### src/rtl/fpu_issue_scheduler_pkg.sv
// Shared definitions for the Cop1 FP ALU issue scheduler:
//   - FP ALU control codes (OP*) produced by FPALUControl
//   - COP1 funct codes (FUN*) that map onto those control codes
//   - scheduler state encoding
//   - busy-time constants per operation class (0 = unsupported funct)
package fpu_issue_scheduler_pkg;

  typedef enum logic [1:0] {
    ST_IDLE = 2'd0,
    ST_EXEC = 2'd1,
    ST_WB   = 2'd2
  } fpu_state_e;

  localparam logic [3:0] OPADDS  = 4'd0;
  localparam logic [3:0] OPSUBS  = 4'd1;
  localparam logic [3:0] OPMULS  = 4'd2;
  localparam logic [3:0] OPDIVS  = 4'd3;
  localparam logic [3:0] OPSQRTS = 4'd4;
  localparam logic [3:0] OPABSS  = 4'd5;
  localparam logic [3:0] OPMOVS  = 4'd6;
  localparam logic [3:0] OPNEGS  = 4'd7;
  localparam logic [3:0] OPCEQS  = 4'd8;
  localparam logic [3:0] OPCLTS  = 4'd9;
  localparam logic [3:0] OPCLES  = 4'd10;
  localparam logic [3:0] OPNOP   = 4'd15;

  localparam logic [5:0] FUNADD  = 6'h00;
  localparam logic [5:0] FUNSUB  = 6'h01;
  localparam logic [5:0] FUNMUL  = 6'h02;
  localparam logic [5:0] FUNDIV  = 6'h03;
  localparam logic [5:0] FUNSQRT = 6'h04;
  localparam logic [5:0] FUNABS  = 6'h05;
  localparam logic [5:0] FUNMOV  = 6'h06;
  localparam logic [5:0] FUNNEG  = 6'h07;
  localparam logic [5:0] FUNCEQ  = 6'h32;
  localparam logic [5:0] FUNCLT  = 6'h3C;
  localparam logic [5:0] FUNCLE  = 6'h3E;

  localparam logic [4:0] BUSY_NONE = 5'd0;
  localparam logic [4:0] BUSY_MISC = 5'd1;
  localparam logic [4:0] BUSY_CMP  = 5'd2;
  localparam logic [4:0] BUSY_MULS = 5'd4;
  localparam logic [4:0] BUSY_ADDS = 5'd6;
  localparam logic [4:0] BUSY_DIVS = 5'd10;
  localparam logic [4:0] BUSY_SQRT = 5'd15;

endpackage

### src/rtl/fpu_busy_counter.sv
// Loadable down-counter that times the FP ALU busy period.
//   iCLK/iRST : clock, asynchronous active-low reset
//   iLoad     : load iLoadVal this cycle
//   iEn       : decrement (saturates at zero, never wraps)
//   iClr      : clear to zero, highest priority
//   oZero     : counter currently holds zero
module fpu_busy_counter
  import fpu_issue_scheduler_pkg::*;
#(
  parameter int BUSY_W = 5
) (
  input  logic              iCLK,
  input  logic              iRST,
  input  logic              iLoad,
  input  logic [BUSY_W-1:0] iLoadVal,
  input  logic              iEn,
  input  logic              iClr,
  output logic              oZero
);

  logic [BUSY_W-1:0] count_q, count_d;

  always_comb begin
    count_d = count_q;
    if (iClr)                      count_d = '0;
    else if (iLoad)                count_d = iLoadVal;
    else if (iEn && count_q != '0) count_d = count_q - 1'b1;
  end

  always_ff @(posedge iCLK or negedge iRST) begin
    if (!iRST) count_q <= '0;
    else       count_q <= count_d;
  end

  assign oZero = (count_q == '0);

endmodule

### src/rtl/fpu_issue_scheduler.sv
// Issue scheduler for the single shared Cop1 FP ALU.
// Accepts one op at a time from decode, launches it (oStart), keeps the unit
// busy for iBusyTime cycles (oFPBusy), then raises a one-cycle writeback to
// either the FPR file (oWbEn/oWbReg) or the condition flag (oCondWbEn).
// oStall covers the structural hazard (unit in EXEC) and a RAW hazard against
// the destination being written back in the WB cycle. A zero busy time marks
// an unsupported funct: the op is consumed and oIllegal pulses instead.
// iFlush cancels the in-flight op; iRST (active-low, async) clears everything.
module fpu_issue_scheduler
  import fpu_issue_scheduler_pkg::*;
#(
  parameter int OP_W   = 4,
  parameter int BUSY_W = 5,
  parameter int REG_W  = 5
) (
  input  logic              iCLK,
  input  logic              iRST,
  input  logic              iIssue,
  input  logic [OP_W-1:0]   iOp,
  input  logic [BUSY_W-1:0] iBusyTime,
  input  logic [REG_W-1:0]  iFd,
  input  logic [REG_W-1:0]  iFs,
  input  logic [REG_W-1:0]  iFt,
  input  logic              iUsesFt,
  input  logic              iIsCompare,
  input  logic              iFlush,
  output logic              oStall,
  output logic              oStart,
  output logic [OP_W-1:0]   oOp,
  output logic              oFPBusy,
  output logic              oWbEn,
  output logic [REG_W-1:0]  oWbReg,
  output logic              oCondWbEn,
  output logic              oIllegal
);

  fpu_state_e        state_q, state_d;
  logic [OP_W-1:0]   op_q;
  logic [REG_W-1:0]  dest_q;
  logic              cmp_q;
  logic              start_q, busy_q, wb_q, cond_q, illegal_q;
  logic [REG_W-1:0]  wbreg_q;

  logic in_exec, in_wb, hazard, accept, launch, bad_op, cnt_zero;

  assign in_exec = (state_q == ST_EXEC);
  assign in_wb   = (state_q == ST_WB);

  // Compares write only the flag, so they never create an FPR RAW hazard.
  assign hazard = ~cmp_q & ((iFs == dest_q) | (iUsesFt & (iFt == dest_q)));
  assign oStall = iIssue & (in_exec | (in_wb & hazard));

  assign accept = iIssue & ~oStall & ~iFlush;
  assign launch = accept & (iBusyTime != '0);
  assign bad_op = accept & (iBusyTime == '0);

  fpu_busy_counter #(.BUSY_W(BUSY_W)) u_cnt (
    .iCLK     (iCLK),
    .iRST     (iRST),
    .iLoad    (launch),
    .iLoadVal (iBusyTime - 1'b1),
    .iEn      (in_exec),
    .iClr     (iFlush),
    .oZero    (cnt_zero)
  );

  always_comb begin
    state_d = state_q;
    if (iFlush) begin
      state_d = ST_IDLE;
    end else begin
      case (state_q)
        ST_IDLE: if (launch) state_d = ST_EXEC;
        ST_EXEC: if (cnt_zero) state_d = ST_WB;
        ST_WB:   state_d = launch ? ST_EXEC : ST_IDLE;
        default: state_d = ST_IDLE;
      endcase
    end
  end

  // Outputs are registered from the next state so each is a clean flop output.
  // EXEC is the only way into WB, so cmp_q/dest_q still describe the finishing op.
  always_ff @(posedge iCLK or negedge iRST) begin
    if (!iRST) begin
      state_q   <= ST_IDLE;
      op_q      <= '0;
      dest_q    <= '0;
      cmp_q     <= 1'b0;
      start_q   <= 1'b0;
      busy_q    <= 1'b0;
      wb_q      <= 1'b0;
      cond_q    <= 1'b0;
      wbreg_q   <= '0;
      illegal_q <= 1'b0;
    end else begin
      state_q   <= state_d;
      start_q   <= launch;
      illegal_q <= bad_op;
      busy_q    <= (state_d == ST_EXEC);
      wb_q      <= (state_d == ST_WB) & ~cmp_q;
      cond_q    <= (state_d == ST_WB) & cmp_q;
      if (state_d == ST_WB) wbreg_q <= dest_q;
      if (launch) begin
        op_q   <= iOp;
        dest_q <= iFd;
        cmp_q  <= iIsCompare;
      end
    end
  end

  assign oStart    = start_q;
  assign oOp       = op_q;
  assign oFPBusy   = busy_q;
  assign oWbEn     = wb_q;
  assign oWbReg    = wbreg_q;
  assign oCondWbEn = cond_q;
  assign oIllegal  = illegal_q;

endmodule

### config.mk
export PLATFORM = sky130hd
export DESIGN_NAME = fpu_issue_scheduler
export DESIGN_NICKNAME = d
export VERILOG_FILES = /design/src/rtl/fpu_issue_scheduler_pkg.sv /design/src/rtl/fpu_busy_counter.sv /design/src/rtl/fpu_issue_scheduler.sv
export SDC_FILE = /design/constraint.sdc
export NUM_CORES = 1
export LEC_CHECK = 0
export BUFFER_PORTS_ARGS = -buffer_cell sky130_fd_sc_hd__buf_2
export CORE_AREA = 2 2 56 58
export CTS_BUF_LIST = sky130_fd_sc_hd__clkbuf_4 sky130_fd_sc_hd__clkbuf_8
export CTS_CLUSTER_DIAMETER = 50
export CTS_CLUSTER_SIZE = 25
export DETAILED_ROUTE_END_ITERATION = 10
export DIE_AREA = 0 0 58 60
export PLACE_DENSITY = 0.89
export SETUP_SLACK_MARGIN = 0.05
export SYNTH_ARGS = -nofsm -noshare
export SYNTH_HDL_FRONTEND = slang
export SYNTH_HIERARCHICAL = 1
export SYNTH_SLANG_ARGS = --single-unit
### constraint.sdc
create_clock -name iCLK -period 2.9 [get_ports iCLK]
set_input_delay 0.29 -clock iCLK [delete_from_list [all_inputs] [get_ports iCLK]]
set_output_delay 0.29 -clock iCLK [all_outputs]
set_load 0.05 [all_outputs]
==> metrics <==
postcts setup bufs=0; RSZ-0062 raised after global routing=false; Worst setup startpoint=u_cnt/count_q[0]; reg2reg start=u_cnt/count_q[0]; busiest grt layer=met2; final setup vio count=0; Die Area=3480 sq um; capture point of the worst path=oWbReg[0]; sequential cell area fraction in the yosys report=47.6%; gpl congestion=0.860; fin crit period=2.28 ns; clock tree from TritonCTS=yes; Num CTS Buffers=3; Req. time, crit path=3.14 ns; pre-CTS setup slack=0.611 ns; Inst Count DP=191; Clock Latency Late Sink=0.34 ns; Post-Route WL=2900 microns; vias in the first global route=1096; # IOs=45; Seq cells post-synth=27; yosys warns=6; Max-Cap Viols=0; Layout Cells excl Fill=196; Unique masters post-synth=35; DRC errors left=0; Overall Global Routing Usage=18.5%; Die Ht=60 microns; DIE WIDTH=58 microns; Post-DP Area=1680 sq um; total design power=1.14 mW; most used flip-flop cell after synthesis=dfrtp_1; DR vias/cell=5.49; Slew Viols, Final=0; critical path peak fanout=8; Max Buffers Root-to-Sink=2; Slew HR=60.3%; Core Rows=20; Initial Util=48.9%; Lkg Pwr=0.820 nW; CTS H-tree depth=1; final hold slack=0.164 ns; Final Cycle Share=78.8%; initial antenna violation count=0; grt met1 use=21.0%; maximum clock rate=438 MHz; largest net degree at the start of global routing=28; DP Wirelength=2230 microns; CP Launch Type=flop; Post-synth ARST share=100%; WL/cell=14.8 microns; grt met3 use=3.68%; Synth Instances=114; critical path data arrival time=2.52 ns; first-pass GRT wire length=4830 microns; Worst-Margin Slew=0.595 ns; Ant. Diodes=0; number of synthesized flops with an enable pin=0; cell area after synthesis=1420 sq um; Port Buffer Count=44; Int Power=0.672 mW; status=complete, no violations; Root Driver=clkbuf_4; Logic pwr share=40.8%; syn avg cell area=12.5 sq um; Via Count=1076; placeable core region=2900 sq um; Setup WS post-layout=0.616 ns; crit end category=flop; Worst VDD drop=0.537 mV; Net count, final=196; Design Area, Final=1720 sq um; remaining antenna violation count=0; slack of the worst reg-to-reg path=0.62 ns; Iteration-0 DRC Markers=18; setup_tns=0 ns; r2r endpoint=oWbReg[0]; cts repair resizes=0; total gr overflow=0; Mapped Nets=146; Clock Pin Slew Worst Setup and Hold Paths=0.15 ns; kind of critical path=flop to flop; Final Hold Viols=0; DR pass1 iterations=4; fraction of layout cells with a size suffix above 1=46.0%; net switching power=0.470 mW; final core utilization=59.1%; Min-Delay Startpoint=iFd[1]; Switching Share=41.1%; clk sinks=27; depth of the worst register-to-register path=6; Area Growth Syn to Fin=20.9%; P per Cell Area=665 nW/um^2; met2 Use GR=33.1%; Worst Clk Skew=0.00646 ns; Seq pwr share=44.2%; HP Class=input port to flop; clock share of power=15.0%
-- placed cells by master, fill, tap and decap left out, types with 2 or more instances in the layout --
| cell | netlist | layout |
|---|---|---|
| xor2_1 | 2 | 2 |
| inv_1 | 9 | 9 |
| nand4_1 | 2 | 2 |
| nand3_1 | 2 | 2 |
| a311oi_1 | 2 | 2 |
| nand2_1 | 5 | 5 |
| nor2b_1 | 2 | 2 |
| mux2_4 | 9 | 9 |
| mux2_2 | 6 | 6 |
| buf_4 | 0 | 2 |
| clkbuf_4 | 0 | 3 |
| nor3_1 | 3 | 3 |
| nor2_1 | 6 | 5 |
| or4b_4 | 2 | 2 |
| a21oi_1 | 2 | 2 |
| o32ai_1 | 2 | 2 |
| buf_2 | 0 | 44 |
| nand2b_1 | 2 | 2 |
| nor3b_2 | 2 | 2 |
| ha_1 | 2 | 2 |
| xnor2_1 | 10 | 10 |
| dfrtp_1 | 27 | 27 |
-- synthesized netlist by cell type (3+ instances only) --
cell,instances,area share [%]
dfrtp_1,27,48
inv_1,9,2.4
mux2_2,6,4.8
mux2_4,9,9.5
nand2_1,5,1.3
nor2_1,6,1.6
nor3_1,3,1.1
xnor2_1,10,6.2
-- worst max-delay path, cell delays in order, from the launching register on --
cell and delay (ns):
dfrtp_1 0.42, inv_1 0.11, ha_1 0.18, or4b_4 0.53
inv_1 0.11, nor3b_2 0.45, mux2_2 0.39
-- registers in the layout, indices dropped and copies added (netlist names), 2 cells and up --
name and flops:
u_cnt/count_q 5, state_q 2, oWbReg 5, dest_q 5, oOp 4
-- how the worst min path moves through the flow --
stage,to,slack (ns),depth (start not counted)
detailed placement,dest_q[3],0.33,1
floorplan,cmp_q,-0.006,0
global placement,dest_q[0],0.31,1
CTS,dest_q[4],0.15,2
finish,dest_q[1],0.16,2
global route,dest_q[4],0.14,2
-- area by class of cell --
| class | instances | area [sq um] |
|---|---|---|
| repair buffers | 47 | 245 |
| fillers | 240 | 1190 |
| inverters | 9 | 33.8 |
| clock buffers | 3 | 22.5 |
| flip-flops and latches | 27 | 676 |
| clock inverters | 1 | 7.51 |
| multi-input cells | 76 | 691 |
| well taps | 33 | 41.3 |
-- layer usage --
metal	part of all wire (%)	up-vias
met5	0	-
met4	1.7	0
met3	5.9	6
met2	52	40
met1	41	523
li1	-	507
-- cell families after synthesis --
group | Yosys count | share of synthesized area, %
mux | 15 | 14.3
flops | 27 | 47.6
xor+xnor | 12 | 7.40
compound gates | 15 | 10.4
buf+inv | 11 | 3.96
fa+ha+maj | 2 | 1.76
simple gates | 32 | 14.6
-- power groups by stage --
stage	clock, mW	sequential, mW	combinational [mW]
3_3_place_gp	0	0.510	0.450
5_1_grt	0.192	0.515	0.493
4_1_cts	0.178	0.506	0.469
6_report	0.172	0.505	0.466
2_1_floorplan	0	0.676	0.185
3_5_place_dp	0	0.512	0.466
-- what timing repair did --
action | CTS | global route
setup endpoints to repair | 0 | 0
hold buffers | 1 | 0
endpoints found under the hold margin | 27 | 0
Note: power is estimated with default switching activity, not from simulation.
